==> src/rtl/ascii_cmd_assembler.sv <==
`default_nettype none
// ============================================================================
// Module      : ascii_cmd_assembler
// Description : Keypad/terminal command assembler. Classifies received ASCII
//               bytes into keypad codes (0-9, A-D), clear ('*') and enter
//               ('#'). It accumulates up to DIGITS digit nibbles and presents
//               a finished command on a valid/ready handshake.
// Options     : CMD_TIMEOUT_EN - when defined, a partial entry that sees no
//               byte for TIMEOUT_CYC cycles is discarded and 'timeout' pulses.
// Revision    : 1.0 - initial release
// ============================================================================
module ascii_cmd_assembler #(
    parameter int DIGITS      = 4,
    parameter int TIMEOUT_CYC = 50000000
) (
    input  logic                          clk,
    input  logic                          rst_n,
    input  logic [7:0]                    rx_data,
    input  logic                          rx_valid,
    output logic [4*DIGITS-1:0]           cmd_value,
    output logic [$clog2(DIGITS+1)-1:0]   cmd_len,
    output logic                          cmd_valid,
    input  logic                          cmd_ready,
    output logic [$clog2(DIGITS+1)-1:0]   digit_cnt,
    output logic                          err,
    output logic                          timeout
);

    localparam int CW = $clog2(DIGITS+1);
    localparam int AW = 4*DIGITS;

    // IDLE: nothing entered, COLLECT: partial entry, HOLD: command on offer
    localparam logic [1:0] S_IDLE    = 2'd0;
    localparam logic [1:0] S_COLLECT = 2'd1;
    localparam logic [1:0] S_HOLD    = 2'd2;

    logic [1:0]    state;
    logic [1:0]    state_nxt;

    logic [AW-1:0] acc;
    logic [AW-1:0] acc_shift;
    logic [AW-1:0] acc_nxt;
    logic [CW-1:0] cnt_nxt;
    logic [AW-1:0] value_nxt;
    logic [CW-1:0] len_nxt;
    logic          valid_nxt;
    logic          err_nxt;
    logic          tmo_nxt;

    logic          is_digit;
    logic          is_clear;
    logic          is_enter;
    logic [3:0]    nib;
    logic          full;
    logic          tmo_expire;

    // Byte classification: every class is decoded explicitly, unknown bytes
    // fall through with all class flags low and are rejected downstream.
    always_comb begin
        is_digit = 1'b0;
        is_clear = 1'b0;
        is_enter = 1'b0;
        nib      = 4'h0;
        if (rx_data >= 8'h30 && rx_data <= 8'h39) begin
            is_digit = 1'b1;
            nib      = rx_data[3:0];
        end else if (rx_data >= 8'h41 && rx_data <= 8'h44) begin
            // 'A'..'D' have low nibbles 1..4; offset by 9 to reach 0xA..0xD
            is_digit = 1'b1;
            nib      = rx_data[3:0] + 4'd9;
        end else if (rx_data == 8'h2A) begin
            is_clear = 1'b1;
        end else if (rx_data == 8'h23) begin
            is_enter = 1'b1;
        end
    end

    assign full = (digit_cnt == CW'(DIGITS));

    // Shift the new nibble in at the bottom so the first digit ends up on top
    generate
        if (DIGITS > 1) begin : g_shift_multi
            assign acc_shift = {acc[AW-5:0], nib};
        end else begin : g_shift_single
            assign acc_shift = nib;
        end
    endgenerate

`ifdef CMD_TIMEOUT_EN
    localparam int TW = (TIMEOUT_CYC > 1) ? $clog2(TIMEOUT_CYC) : 1;

    logic [TW-1:0] tmo_cnt;

    // Entry expires only while collecting and only when no byte arrives now
    assign tmo_expire = (state == S_COLLECT) && !rx_valid &&
                        (tmo_cnt == TW'(TIMEOUT_CYC-1));

    // Idle-cycle counter: runs in COLLECT, restarts on any received byte
    always_ff @(posedge clk or negedge rst_n) begin
        if (!rst_n) begin
            tmo_cnt <= '0;
        end else if (state != S_COLLECT || rx_valid || tmo_expire) begin
            tmo_cnt <= '0;
        end else begin
            tmo_cnt <= tmo_cnt + TW'(1);
        end
    end
`else
    // The timeout length has no effect when the counter is not built
    logic unused_timeout_cfg;
    assign unused_timeout_cfg = ^TIMEOUT_CYC;
    assign tmo_expire         = 1'b0;
`endif

    // State register
    always_ff @(posedge clk or negedge rst_n) begin
        if (!rst_n) begin
            state <= S_IDLE;
        end else begin
            state <= state_nxt;
        end
    end

    // Next-state decode
    always_comb begin
        state_nxt = state;
        case (state)
            S_IDLE, S_COLLECT: begin
                if (rx_valid) begin
                    if (is_digit && !full) begin
                        state_nxt = S_COLLECT;
                    end else if (is_clear) begin
                        state_nxt = S_IDLE;
                    end else if (is_enter && digit_cnt != '0) begin
                        state_nxt = S_HOLD;
                    end
                end else if (tmo_expire) begin
                    state_nxt = S_IDLE;
                end
            end
            S_HOLD: begin
                if (cmd_ready) begin
                    state_nxt = S_IDLE;
                end
            end
            default: state_nxt = S_IDLE;
        endcase
    end

    // Output / datapath decode: next values for every registered output
    always_comb begin
        acc_nxt   = acc;
        cnt_nxt   = digit_cnt;
        value_nxt = cmd_value;
        len_nxt   = cmd_len;
        valid_nxt = cmd_valid;
        err_nxt   = 1'b0;
        tmo_nxt   = 1'b0;
        case (state)
            S_IDLE, S_COLLECT: begin
                if (rx_valid) begin
                    if (is_digit) begin
                        if (!full) begin
                            acc_nxt = acc_shift;
                            cnt_nxt = digit_cnt + CW'(1);
                        end else begin
                            // Overflow digit: reject, keep what was entered
                            err_nxt = 1'b1;
                        end
                    end else if (is_clear) begin
                        acc_nxt = '0;
                        cnt_nxt = '0;
                    end else if (is_enter) begin
                        if (digit_cnt != '0) begin
                            value_nxt = acc;
                            len_nxt   = digit_cnt;
                            valid_nxt = 1'b1;
                            acc_nxt   = '0;
                            cnt_nxt   = '0;
                        end else begin
                            // Enter with nothing entered is meaningless
                            err_nxt = 1'b1;
                        end
                    end else begin
                        err_nxt = 1'b1;
                    end
                end else if (tmo_expire) begin
                    acc_nxt = '0;
                    cnt_nxt = '0;
                    tmo_nxt = 1'b1;
                end
            end
            S_HOLD: begin
                // Command is frozen; anything arriving now is lost
                if (rx_valid) begin
                    err_nxt = 1'b1;
                end
                if (cmd_ready) begin
                    valid_nxt = 1'b0;
                end
            end
            default: begin
                acc_nxt   = '0;
                cnt_nxt   = '0;
                valid_nxt = 1'b0;
            end
        endcase
    end

    // Datapath and output registers
    always_ff @(posedge clk or negedge rst_n) begin
        if (!rst_n) begin
            acc       <= '0;
            digit_cnt <= '0;
            cmd_value <= '0;
            cmd_len   <= '0;
            cmd_valid <= 1'b0;
            err       <= 1'b0;
            timeout   <= 1'b0;
        end else begin
            acc       <= acc_nxt;
            digit_cnt <= cnt_nxt;
            cmd_value <= value_nxt;
            cmd_len   <= len_nxt;
            cmd_valid <= valid_nxt;
            err       <= err_nxt;
            timeout   <= tmo_nxt;
        end
    end

endmodule
`default_nettype wire

==> config.mk <==
export PLATFORM = sky130hd
export DESIGN_NAME = ascii_cmd_assembler
export DESIGN_NICKNAME = d
export VERILOG_FILES = /design/src/rtl/ascii_cmd_assembler.sv
export SDC_FILE = /design/constraint.sdc
export NUM_CORES = 1
export LEC_CHECK = 0
export BUFFER_PORTS_ARGS = -buffer_cell sky130_fd_sc_hd__buf_2
export CORE_AREA = 2 2 80 82
export CTS_BUF_LIST = sky130_fd_sc_hd__clkbuf_4 sky130_fd_sc_hd__clkbuf_8
export DETAILED_ROUTE_END_ITERATION = 6
export DIE_AREA = 0 0 82 84
export MAX_ROUTING_LAYER = met4
export SLEW_MARGIN = 15
export SYNTH_ARGS = -nofsm -noshare
export SYNTH_HDL_FRONTEND = slang
export SYNTH_SLANG_ARGS = --single-unit
==> constraint.sdc <==
create_clock -name clk -period 5.34 [get_ports clk]
set_input_delay 0.267 -clock clk [delete_from_list [all_inputs] [get_ports clk]]
set_output_delay 0.267 -clock clk [all_outputs]
set_load 0.02 [all_outputs]
---- After elaboration in Yosys (flattened, before gate mapping) ----
Cells that the tools add are included.
storage, ports and cells
  flip-flop bits (word level) ............. 42
  bits of input ports ..................... 12
  output and inout bits ................... 25
  logic and storage cells ................. 89
operators by class
  add/subtract/negate cells ............... 2
  order comparisons ....................... 4
  eq/ne operators ......................... 15
  mux-type cells .......................... 46
  bitwise logic cells ..................... 3
  reduce and logical (&&, ||, !) cells .... 12
operators with widths
  kind                                                               count
  two-way mux 16 bit                                                 6
  one-hot mux 16 bit (2 select lines)                                1
  two-way mux 1 bit                                                  22
  two-way mux 3 bit                                                  6
  equality test 8 x 6 -> 1 bit, second input constant                2
  != test 2 bit, second input constant                               6
  != test 4 bit, second input constant                               3
  AND reduction 6 bit                                                2
  two-way mux 2 bit                                                  5
  greater-or-equal comparator 8 x 6 -> 1 bit, second input constant  1
  greater-or-equal comparator 8 x 7 -> 1 bit, second input constant  1
  <= comparator 8 x 6 -> 1 bit, second input constant                1
  <= comparator 8 x 7 -> 1 bit, second input constant                1
  two-way mux 4 bit                                                  2
  one-hot mux 3 bit (2 select lines)                                 1
  AND reduction 5 bit                                                1
  adder 4 bit, second input constant                                 1
  logical AND 1 bit                                                  4
  one-hot mux 1 bit (2 select lines)                                 2
  one-hot mux 2 bit (2 select lines)                                 1
  adder 3 x 1 -> 3 bit, second input constant                        1
  equality test 3 bit, second input constant                         1
  != test 3 bit, second input constant                               1
  NOT 1 bit                                                          3
  other kinds (7)                                                    7

---- Logic depth before layout (Yosys ltp) ----
Gate-level depths: netlist of run 1.
  depth after elaboration ................. 11
  mapped depth ............................ 9
  depth with buffers taken out ............ 8

---- Least setup slack after synthesis of run 1 ----
No wires, ideal clock.
  path kind ............................... register -> register
  start point ............................. register digit_cnt[0]
  end point ............................... register digit_cnt[1]
  setup time .............................. 0.121 ns
  arrival ................................. 1.989 ns
  required time ........................... 5.219 ns
  slack ................................... 3.230 ns
  cell stages (with the launch flop) ...... 10
  path buffers ............................ 1
  clock period less this slack ............ 2.110 ns
  path through ............................ dfrtp_1 inv_1 ha_1 nor2b_1 nor3b_1 o21ai_1 nor3b_1 a211oi_4 buf_6 a22o_1
between the ends
  cells in the longest elaborated chain, start to end .. 5
  elaborated cells between the ends (all ways) .. 10
  those cells by class .................... add/sub: 1; eq/ne: 3; mux: 4; reduce/logical: 2
RTL lines
  what                                RTL line  RTL
  start: declaration                  24        output logic [$clog2(DIGITS+1)-1:0] digit_cnt,
  start signal: assignment            222       digit_cnt <= cnt_nxt;
  adder 3 x 1 -> 3 bit                165       cnt_nxt = digit_cnt + CW'(1);
  two-way mux 3 bit                   163       if (!full) begin
  two-way mux 3 bit                   162       if (is_digit) begin
  two-way mux 3 bit                   161       if (rx_valid) begin
  one-hot mux 3 bit (2 select lines)  159       case (state)
Several ways; a longest one is shown, not always the timed one. The select of a mux whose other input is x is not followed.
A chain may end at the register's enable or synchronous reset.

---- Worst setup path in the final report of run 1 ----
  start point ............................. register digit_cnt[0]
  end point ............................... register cmd_value[2]
between the ends
  cells in the longest elaborated chain, start to end .. 2
RTL lines
  what                           RTL line  RTL
  nonzero test 3 bit             174       if (digit_cnt != '0) begin
  AND reduction 6 bit (no line)  --
  end signal: assignment         223       cmd_value <= value_nxt;
  end: declaration               20        output logic [4*DIGITS-1:0] cmd_value,
No other way between the ends.

==> results of run 1 <==
-- registers in the layout, summed over array words and instances, names as in the netlist --
name	flops
cmd_value	16
state	2
acc	16
err	1
cmd_len	3
digit_cnt	3
cmd_valid	1
-- layout make-up --
| cell class | instances | area (µm²) |
|---|---|---|
| clock buffer | 5 | 68.82 |
| sequential | 42 | 1051 |
| timing repair buffer | 35 | 175.2 |
| inverter | 8 | 30.03 |
| tap | 77 | 96.34 |
| multi-input combinational | 89 | 763.2 |
| fill | 625 | 3866 |
| clock inverter | 3 | 45.04 |
-- metrics by stage --
| stage | hold slack (ns) | utilization (%) | setup WS [ns] | instance area (µm²) |
|---|---|---|---|---|
| 2_1_floorplan | -0.02859 | - | 3.230 | 1893 |
| 4_1_cts | 0.1302 | 36.58 | 2.692 | 2230 |
| 5_1_grt | 0.1375 | 36.58 | 2.475 | 2230 |
| 6_report | 0.09950 | 36.58 | 2.784 | 2230 |
| 3_5_place_dp | 0.4609 | 34.71 | 2.505 | 2116 |
| 3_3_place_gp | 0.4525 | 34.71 | 2.588 | 2116 |
-- cell families (layout without fill, tap and decap cells) --
| kind of cell | Yosys count | count (layout) |
|---|---|---|
| flip-flops | 42 | 42 |
| multiplexers | 19 | 19 |
| AND/OR/NAND/NOR | 26 | 26 |
| XOR/XNOR | 2 | 2 |
| AO/OA/AOI/OAI | 35 | 35 |
| adder cells (fa/ha/maj) | 6 | 6 |
| buffers and inverters | 15 | 51 |
| other | 1 | 1 |
-- routing by layer --
layer	part of all wire (%)	GRT usage (%)	vias up
met1	48	15.29	581
met5	0	-	-
met2	46	16.93	30
met4	1.5	4.545	0
li1	-	-	590
met3	4.5	3.247	4
-- critical path: cells and delay by family, from the launching register on --
kind,cells,cell delay (ns)
buffers and inverters,1,0.07
and+or+nand+nor,3,1.15
adders and majority gates,1,0.23
DFF,1,0.41
muxes,1,0.56
-- worst paths after layout --
path	startpoint	to	slack, ns	cells past startpoint
setup / recovery	digit_cnt[0]	cmd_value[2]	2.78	6
hold / removal	rst_n	cmd_value[9]	0.1	1
setup reg to reg	digit_cnt[0]	cmd_value[2]	2.78	6
hold reg to reg	cmd_valid	cmd_valid	0.48	2
max in group asynchronous	rst_n	cmd_valid	4.67	1
min in group clk	cmd_ready	state[1]	0.15	2
-- placed cells by master, fill, tap and decap left out, drive strengths merged, types with 2 or more instances in the layout --
cell / n
dfrtp: 42
buf: 35
mux2: 18
a22o: 16
inv: 8
nand2: 7
o21ai: 7
ha: 6
clkbuf: 5
nor2b: 5
nor2: 4
nor3b: 3
and2: 2
o31ai: 2
clkinvlp: 2
o21bai: 2
-- power breakdown --
group | switching [mW] | total [mW] | internal [mW] | leakage, nW
Clock | 0.111 | 0.250 | 0.139 | 0.0504
Sequential | 0.0342 | 0.387 | 0.353 | 0.565
Combinational | 0.0532 | 0.105 | 0.0514 | 0.538
Total | 0.198 | 0.741 | 0.544 | 1.15
==> out/results.txt, run 1 <==
Status -> finished clean
Avg Vias per Cell -> 4.653
Syn nets -> 164
Share of cells above drive strength 1 -> 36.26%
Top-area cell type share of the netlist area -> 55.52%
Yosys reg bits -> 42
Post-route insts no fill -> 259
Crit path largest cell delay -> 0.76 ns
Die Wd -> 82 µm
Simple-gate share of the synthesized area -> 7.667%
Largest area contributor in the netlist -> dfrtp_1
Final ANT Viol Nets -> 0
# rows -> 29
Ant. Diodes -> 0
Fin crit share -> 47.87%
Crit-path cells -> inv_1 > ha_1 > nor2b_1 > nor3b_1 > nand3_1 > mux2_2
Top cells by area, synth -> dfrtp_1 (56%), mux2_2 (11%), a22o_1 (7.4%)
Count leader, synth -> dfrtp_1
RePlAce Congestion -> 0.7769
I/O pin cnt -> 37
Syn avg cell area -> 12.97 µm²
First-pass GRT wire length -> 5968 µm
Power Density -> 332.6 mW/mm²
# Post-CTS Setup Buffers -> 0
Max-cap violations -> 0
Post-Synth XOR/XNOR Area -> 0.9253%
P&R area growth vs syn -> 17.78%
Critical path required time -> 5.52 ns
Iteration-0 DRC Markers -> 58
WP data arrival -> 2.73 ns
Synth cell types -> 36
Clock Latency Late Sink -> 0.30 ns
Crit path max-delay cell type -> nand3_1
Compound-Gate Fraction of Synth Area -> 16.33%
Grt ovf -> 0
Starting Density -> 31.06%
CTS max path bufs -> 2
Routed len/inst -> 13.42 µm
Post-synthesis sequential area ratio -> 55.52%
Hold Fails Final Rpt -> 0
Worst vdd ir -> 0.1193 mV
RSZ-0062 raised after global routing -> false
Lkg Pwr -> 1.154 nW
Post-synth EDFFs -> 0
Synth Flop Type -> dfrtp_1
Worst Hold Class -> input port to asynchronous set/reset pin
Placed insts -> 251
Element type at the critical path end -> flip-flop
Post-Route WL -> 3475 µm
Post-synthesis mux area share -> 11.24%
Max-slew headroom -> 31.50%
Clock sinks -> 42
FFs w/ async S/R, synth -> 100.0%
CP startpoint kind -> flip-flop
Worst-Margin Slew -> 1.025 ns
Yosys warning total -> 0
Total Power -> 0.7415 mW
Hold_buf cts -> 0
H-tree levels -> 2
Vias in the first global route -> 1,188
Synthesized-area fraction occupied by adder cells -> 3.966%
Critical path type -> flip-flop to flip-flop
Setup TNS -> 0 ns
NumNets Final -> 199
Die area -> 0.006888 mm²
Largest net degree at the start of global routing -> 43
Most frequent cells after synthesis -> dfrtp_1 (42), mux2_2 (18), a22o_1 (16)
CTS root buffer -> clkbuf_8
CP Max Fanout -> 24
Post-Syn Instances -> 146
CTS tree -> yes
CTS buffer count -> 5
Gr usage total -> 11.63%
Crit path time final -> 2.556 ns
Post-CTS Resized -> 0
Mapped cell area -> 0.001893 mm²
Clock skew -> 0.007575 ns
Initial DRT Pass Iterations -> 4
Die Y -> 84 µm
Final Setup Violations -> 0
Largest family of logic cells by synthesized area -> compound AO/OA/AOI/OAI gates
Clk slew on worst S/H paths -> 0.08 ns
Core area -> 0.006096 mm²
I/O Buffers -> 35
Max Slew Vio Count -> 0
Vias -> 1,205
Maximum clock frequency -> 391.2 MHz
Initial antenna violation count -> 0
DRC viols -> 0
DP HPWL -> 2506 µm
(Power assumes the default switching activity.)
==> run 2, diff against run 1 <==
- ABC_AREA: not set -> 1
- CORE_AREA: 2 2 80 82 -> 2 2 87 89
- DIE_AREA: 0 0 82 84 -> 0 0 89 91
- clock period: 5.34 -> 2.2 ns (I/O delays scaled with it)
==> run 2 against run 1 <==
Combinational power is 11% higher. Highest routed layer unchanged. Synthesized area up 17%. Hold slack worse by 0.046 ns. Fmax is 41% higher. Clock power grew to 3.0 times the previous value. Power up 120%. Non-clock buffer count grew 3. Via count up 45%. Wire length rose by 25%. Largest power group unchanged. Critical path depth increased by 2.
==> out/results.txt, run 2 <==
Clock sinks -> 42 (unchanged)
Post-synthesis mux area share -> 2.534% (was 11.24%)
Final ANT Viol Nets -> 0 (unchanged)
Syn avg cell area -> 8.261 µm² (was 12.97 µm²)
Status -> finished clean (unchanged)
Vias in the first global route -> 1,666 (was 1,188)
Initial DRT Pass Iterations -> 4 (unchanged)
FFs w/ async S/R, synth -> 100.0% (unchanged)
Element type at the critical path end -> flip-flop (unchanged)
Post-Synth XOR/XNOR Area -> 0.7883% (was 0.9253%)
Commonest non-fill, non-tap cell in the layout -> nand2_1 (was dfrtp_1)
Die area -> 0.008099 mm² (was 0.006888 mm²)
# fillers -> 794 (was 625)
Routed len/inst -> 10.77 µm (was 13.42 µm)
Met1 Use GR -> 15.86% (was 15.29%)
Cell mode on critical path -> inv_1
Initial antenna violation count -> 0 (unchanged)
Lkg Pwr -> 1.390 nW (was 1.154 nW)
Clk slew on worst S/H paths -> 0.08 ns (about the same)
Gr usage total -> 12.16% (was 11.63%)
RePlAce Congestion -> 0.9228 (was 0.7769)
Post-route insts no fill -> 404 (was 259)
I/O pin cnt -> 37 (unchanged)
Count leader, synth -> nand2_1 (was dfrtp_1)
Simple-gate share of the synthesized area -> 31.87% (was 7.667%)
I/O Buffers -> 35 (unchanged)
Design Area, Final -> 0.002619 mm² (was 0.002230 mm²)
First-pass GRT wire length -> 7562 µm (was 5968 µm)
P&R area growth vs syn -> 17.85% (was 17.78%)
Worst Hold Class -> input port to flip-flop (was input port to asynchronous set/reset pin)
Max-cap violations -> 0 (unchanged)
# Post-CTS Setup Buffers -> 0 (unchanged)
DRC viols -> 0 (unchanged)
Compound-Gate Fraction of Synth Area -> 5.574% (was 16.33%)
Largest family of logic cells by synthesized area -> simple AND/OR/NAND/NOR gates (was compound AO/OA/AOI/OAI gates)
Avg Vias per Cell -> 4.319 (was 4.653)
CTS tree -> yes (unchanged)
Worst vdd ir -> 0.2282 mV (was 0.1193 mV)
CP startpoint kind -> flip-flop (unchanged)
Largest net degree at the start of global routing -> 43 (unchanged)
# rows -> 31 (was 29)
CTS max path bufs -> 2 (unchanged)
Synth Flop Type -> dfrtp_1 (unchanged)
Post-synthesis sequential area ratio -> 47.30% (was 55.52%)
Crit-path cells -> inv_1 > ha_1 > inv_1 > nor2_1 > nor2_2 > nand3_2 > buf_4 > mux2_2 (was inv_1 > ha_1 > nor2b_1 > nor3b_1 > nand3_1 > mux2_2)
Commonest cells after routing, fill and taps aside -> nand2_1 (63), dfrtp_1 (42), buf_2 (35) (was dfrtp_1 (42), buf_2 (35), mux2_2 (18))
Sum of buffers and inverters on the critical path -> 3 (was 1)
Most frequent cells after synthesis -> nand2_1 (63), dfrtp_1 (42), inv_1 (30) (was dfrtp_1 (42), mux2_2 (18), a22o_1 (16))
Synth cell types -> 27 (was 36)
Critical path required time -> 2.39 ns (was 5.52 ns)
Vias -> 1,745 (was 1,205)
Core area -> 0.007137 mm² (was 0.006096 mm²)
Top-area cell type share of the netlist area -> 47.30% (was 55.52%)
GR Util met3 -> 3.000% (was 3.247%)
Top Usage Layer GRT -> met2 (unchanged)
Fin crit share -> 82.55% (was 47.87%)
Maximum clock frequency -> 550.6 MHz (was 391.2 MHz)
Post-Syn Instances -> 269 (was 146)
Max Slew Vio Count -> 0 (unchanged)
Setup TNS -> 0 ns (unchanged)
Syn nets -> 287 (was 164)
Power Density -> 630.3 mW/mm² (was 332.6 mW/mm²)
Crit path time final -> 1.816 ns (was 2.556 ns)
RSZ-0062 raised after global routing -> false (unchanged)
Share of cells above drive strength 1 -> 25.57% (was 36.26%)
Iteration-0 DRC Markers -> 68 (was 58)
NumNets Final -> 322 (was 199)
Grt ovf -> 0 (unchanged)
Met2 GRT Util -> 18.22% (was 16.93%)
CTS buffer count -> 5 (unchanged)
Placed insts -> 395 (was 251)
Crit path max-delay cell type -> dfrtp_1 (was nand3_1)
CP Max Fanout -> 35 (was 24)
Starting Density -> 31.14% (was 31.06%)
Placed inst area -> 0.002466 mm² (was 0.002116 mm²)
Largest area contributor in the netlist -> dfrtp_1 (unchanged)
Post-Route WL -> 4352 µm (was 3475 µm)
DP HPWL -> 3088 µm (was 2506 µm)
Crit path largest cell delay -> 0.44 ns (was 0.76 ns)
Util after Layout -> 36.69% (was 36.58%)
Post-synth EDFFs -> 0 (unchanged)
Ant. Diodes -> 0 (unchanged)
Mapped cell area -> 0.002222 mm² (was 0.001893 mm²)
Largest registers -> acc x16, cmd_value x16 (unchanged)
Hold Fails Final Rpt -> 0 (unchanged)
Max-slew headroom -> 39.31% (was 31.50%)
Synthesized-area fraction occupied by adder cells -> 3.378% (was 3.966%)
Clock Latency Late Sink -> 0.30 ns (about the same)
Worst-Margin Slew -> 0.9104 ns (was 1.025 ns)
WP data arrival -> 2.00 ns (was 2.73 ns)
CTS root buffer -> clkbuf_8 (unchanged)
Die Wd -> 89 µm (was 82 µm)
Critical path type -> flip-flop to flip-flop (unchanged)
Top cells by area, synth -> dfrtp_1 (47%), nand2_1 (11%), nand3_1 (6.5%) (was dfrtp_1 (56%), mux2_2 (11%), a22o_1 (7.4%))
Yosys warning total -> 0 (unchanged)
Yosys reg bits -> 42 (unchanged)
Hold WS -> 0.05325 ns (was 0.09950 ns)
H-tree levels -> 2 (unchanged)
Die Y -> 91 µm (was 84 µm)
Final Setup Violations -> 0 (unchanged)
CP delay by family, top -> buffers and inverters (was simple AND/OR/NAND/NOR gates)
Clock skew -> 0.004152 ns (was 0.007575 ns)
[run 2: repair_timing]
item | CTS | global route
resized for setup | 0 | 0
hold buffers | 1 | 0
endpoints found under the hold margin | 42 | 0
[run 2: path summary, 6_finish.rpt]
path | startpoint | endpoint | slack, ns | depth (start not counted)
max | digit_cnt[0] | cmd_value[13] | 0.38 | 8
min | rx_valid | err | 0.05 | 3
max reg2reg | digit_cnt[0] | cmd_value[13] | 0.38 | 8
min reg2reg | acc[9] | acc[9] | 0.47 | 2
max in group asynchronous | rst_n | err | 1.16 | 2
min in group asynchronous | rst_n | cmd_value[6] | 0.48 | 2
[run 2: metal layers]
| metal | wire length [µm] | vias to the layer above |
|---|---|---|
| met3 | 180 | 6 |
| met4 | 77 | 0 |
| met5 | 0 | - |
| li1 | - | 908 |
| met1 | 2146 | 793 |
| met2 | 1946 | 38 |
[run 2: final cells by class]
cell class | count | area (µm²) | area share, %
clock inverters | 2 | 60.06 | 2.293
inverters | 31 | 116.4 | 4.443
multi-input cells | 186 | 984.7 | 37.60
clock buffers | 6 | 82.58 | 3.153
flip-flops and latches | 42 | 1051 | 40.13
repair buffers | 38 | 200.2 | 7.645
well taps | 99 | 123.9 | 4.730
[run 2: kinds of logic (layout without fill, tap and decap cells)]
family | after synthesis | in the layout
other | 1 | 1
xor gates and xnor gates | 2 | 2
DFF | 42 | 42
buffers and inverters | 41 | 77
and+or+nand+nor | 149 | 149
AOI/OAI and AO/OA | 23 | 23
adders and majority gates | 6 | 6
muxes | 5 | 5
[run 2: worst register-to-register path: cells and delay by family (launching register included)]
family                     cells  cell delay [ns]
buffers and inverters          3             0.45
DFF                            1             0.44
muxes                          1             0.39
and+or+nand+nor                3             0.25
adders and majority gates      1             0.19
[run 2: power breakdown]
part           total, mW  switching (mW)  internal [mW]
clock network      0.750           0.266          0.484
registers          0.783         0.00504          0.778
logic              0.117          0.0826         0.0345
total               1.65           0.354           1.30
[run 2: stage by stage]
step	power, mW	setup WS, ns
6_report	1.651	0.3839
5_1_grt	1.723	0.2057
4_1_cts	1.676	0.3517
2_1_floorplan	0.8715	0.5013
3_3_place_gp	0.9160	0.3696
3_5_place_dp	0.9165	0.3681
==> run 3, diff against run 2 <==
- clock period: 2.2 -> 1.5 ns (I/O delays scaled with it)
==> run 3 against run 2 <==
Sequential cell count stayed put. Critical path type unchanged. Core utilization is 5.6 points higher. Die area stayed put. Highest routed layer unchanged. The flow now finishes with violations (setup timing).
==> out/results.txt, run 3 (synthesis gave the netlist of run 2 again) <==
H-tree levels -> 2 (unchanged)
Hold Path Depth -> 3 (unchanged)
Initial DRT Pass Iterations -> 4 (unchanged)
Core area -> 0.007137 mm² (unchanged)
Max Slew Vio Count -> 0 (unchanged)
Clock skew -> 0.01336 ns (was 0.004152 ns)
Die Wd -> 89 µm (unchanged)
# rows -> 31 (unchanged)
Final Setup Violations -> 25 (was 0)
Largest net degree at the start of global routing -> 43 (unchanged)
Placed inst area -> 0.002684 mm² (was 0.002466 mm²)
CTS root buffer -> clkbuf_8 (unchanged)
Die area -> 0.008099 mm² (unchanged)
Commonest cells after routing, fill and taps aside -> nand2_1 (56), dfrtp_1 (40), buf_2 (35) (was nand2_1 (63), dfrtp_1 (42), buf_2 (35))
CTS tree -> yes (unchanged)
Worst-Margin Slew -> 0.5202 ns (was 0.9104 ns)
Critical path required time -> 1.68 ns (was 2.39 ns)
CTS buffer count -> 5 (unchanged)
Largest registers -> acc x16, cmd_value x16 (unchanged)
WP data arrival -> 1.74 ns (was 2.00 ns)
RSZ-0062 raised after global routing -> true (was false)
CP startpoint kind -> flip-flop (unchanged)
Iteration-0 DRC Markers -> 138 (was 68)
Lkg Pwr -> 1.570 nW (was 1.390 nW)
DRC viols -> 0 (unchanged)
CP delay by family, top -> flip-flops (was buffers and inverters)
Vias in the first global route -> 1,836 (was 1,666)
Grt ovf -> 0 (unchanged)
CTS max path bufs -> 2 (unchanged)
I/O Buffers -> 35 (unchanged)
Setup WS post-layout -> -0.05818 ns (was 0.3839 ns)
R2R Setup Slk -> -0.06 ns (was 0.38 ns)
Fin crit share -> 103.9% (was 82.55%)
R2R Path Start -> digit_cnt[1] (was digit_cnt[0])
Post-Route WL -> 5192 µm (was 4352 µm)
Hold Crit Start -> rx_valid (unchanged)
Max-slew headroom -> 65.32% (was 39.31%)
DP HPWL -> 3486 µm (was 3088 µm)
Initial antenna violation count -> 0 (unchanged)
Vias -> 1,966 (was 1,745)
Status -> finished, violations left (was finished clean)
First-pass GRT wire length -> 8549 µm (was 7562 µm)
Clock Latency Late Sink -> 0.30 ns (about the same)
I/O pin cnt -> 37 (unchanged)
P&R area growth vs syn -> 35.87% (was 17.85%)
Crit-path cells -> inv_2 > ha_4 > inv_2 > nor2_4 > nor2_4 > buf_12 > nand3_2 > mux2_2 (was inv_1 > ha_1 > inv_1 > nor2_1 > nor2_2 > nand3_2 > buf_4 > mux2_2)
Crit path largest cell delay -> 0.41 ns (was 0.44 ns)
Routed len/inst -> 11.77 µm (was 10.77 µm)
Clk slew on worst S/H paths -> 0.08 ns (about the same)
Hold Fails Final Rpt -> 0 (unchanged)
Element type at the critical path end -> flip-flop (unchanged)
Max-cap violations -> 0 (unchanged)
Critical path type -> flip-flop to flip-flop (unchanged)
Power Density -> 707.2 mW/mm² (was 630.3 mW/mm²)
Failing checks -> setup timing
Worst Hold Class -> input port to flip-flop (unchanged)
Commonest non-fill, non-tap cell in the layout -> nand2_1 (unchanged)
Starting Density -> 31.14% (unchanged)
Avg Vias per Cell -> 4.458 (was 4.319)
Final ANT Viol Nets -> 0 (unchanged)
Maximum clock frequency -> 641.8 MHz (was 550.6 MHz)
Worst vdd ir -> 0.2973 mV (was 0.2282 mV)
Design Area, Final -> 0.003019 mm² (was 0.002619 mm²)
Crit path max-delay cell type -> dfrtp_2 (was dfrtp_1)
Setup TNS -> -0.5557 ns (was 0 ns)
Sum of buffers and inverters on the critical path -> 3 (unchanged)
Crit path time final -> 1.558 ns (was 1.816 ns)
Die Y -> 91 µm (unchanged)
CP Max Fanout -> 5 (was 35)
Share of cells above drive strength 1 -> 37.72% (was 25.57%)
Ant. Diodes -> 0 (unchanged)
Clock sinks -> 42 (unchanged)
NumNets Final -> 359 (was 322)
Gr usage total -> 13.59% (was 12.16%)
Min-Delay Endpoint -> err (unchanged)
RePlAce Congestion -> 0.8596 (was 0.9228)
Reg2reg end -> cmd_len[2] (was cmd_value[13])
Reg2reg path depth -> 8 (unchanged)
run 3: how the worst max path moves through the flow:
stage | from | to | slack [ns] | cells past startpoint
after floorplan | digit_cnt[1] | digit_cnt[2] | 0.0008 | 11
after global placement | digit_cnt[1] | cmd_value[5] | -0.13 | 9
after detailed placement | rx_data[0] | acc[2] | -0.14 | 12
after CTS | digit_cnt[1] | acc[2] | -0.05 | 11
after global routing | digit_cnt[1] | acc[4] | -0.13 | 11
final | digit_cnt[1] | cmd_len[2] | -0.06 | 8
run 3: stage by stage:
step	util (%)	hold WS, ns	worst slack (ns)	instances	power [mW]
2_1_floorplan	-	-0.2206	0.0008080	269	1.285
4_1_cts	40.83	0.02110	-0.04693	436	2.147
3_3_place_gp	37.61	0.1722	-0.1290	420	1.379
6_report	42.30	0.02752	-0.05818	441	2.135
3_5_place_dp	37.61	0.1735	-0.1361	420	1.382
5_1_grt	42.30	0.01458	-0.1302	441	2.244
run 3: what timing repair did:
item / 4_1_cts / 5_1_grt
hold buffers: 1 / 0
pin swaps: 6 / 4
setup endpoints to repair: 39 / 39
buffers inserted: 2 / 3
hold endpoints to repair: 42 / 0
cloned: 5 / 2
gates resized for setup: 9 / 23
run 3: area by class of cell:
cell class                 instances  area [µm²]
fill                             729        4118
multi-input combinational        192        1142
sequential                        42        1054
timing repair buffer              69       489.2
tap                               99       123.9
inverter                          31       116.4
clock buffer                       5       68.82
clock inverter                     3       25.02
run 3: worst register-to-register path, delay by kind of cell (launching register included):
kind | cells | cell delay, ns
adder cells (fa/ha/maj) | 1 | 0.14
buffers and inverters | 3 | 0.25
flip-flops | 1 | 0.41
multiplexers | 1 | 0.35
AND/OR/NAND/NOR | 3 | 0.31
run 3: metal layers:
metal  routed length, µm  share of wire, %  global-route usage (%)
met5                   0                 0                       -
met4                  74               1.4                   3.980
met3                 255               4.9                   2.909
met2                2423                47                   20.90
met1                2439                47                   18.01
run 3: power by group:
| group | switching, mW | total (mW) | internal [mW] |
|---|---|---|---|
| clock | 0.414 | 0.749 | 0.336 |
| sequential | 0.00600 | 1.15 | 1.14 |
| combinational | 0.151 | 0.238 | 0.0871 |
| total | 0.571 | 2.14 | 1.56 |
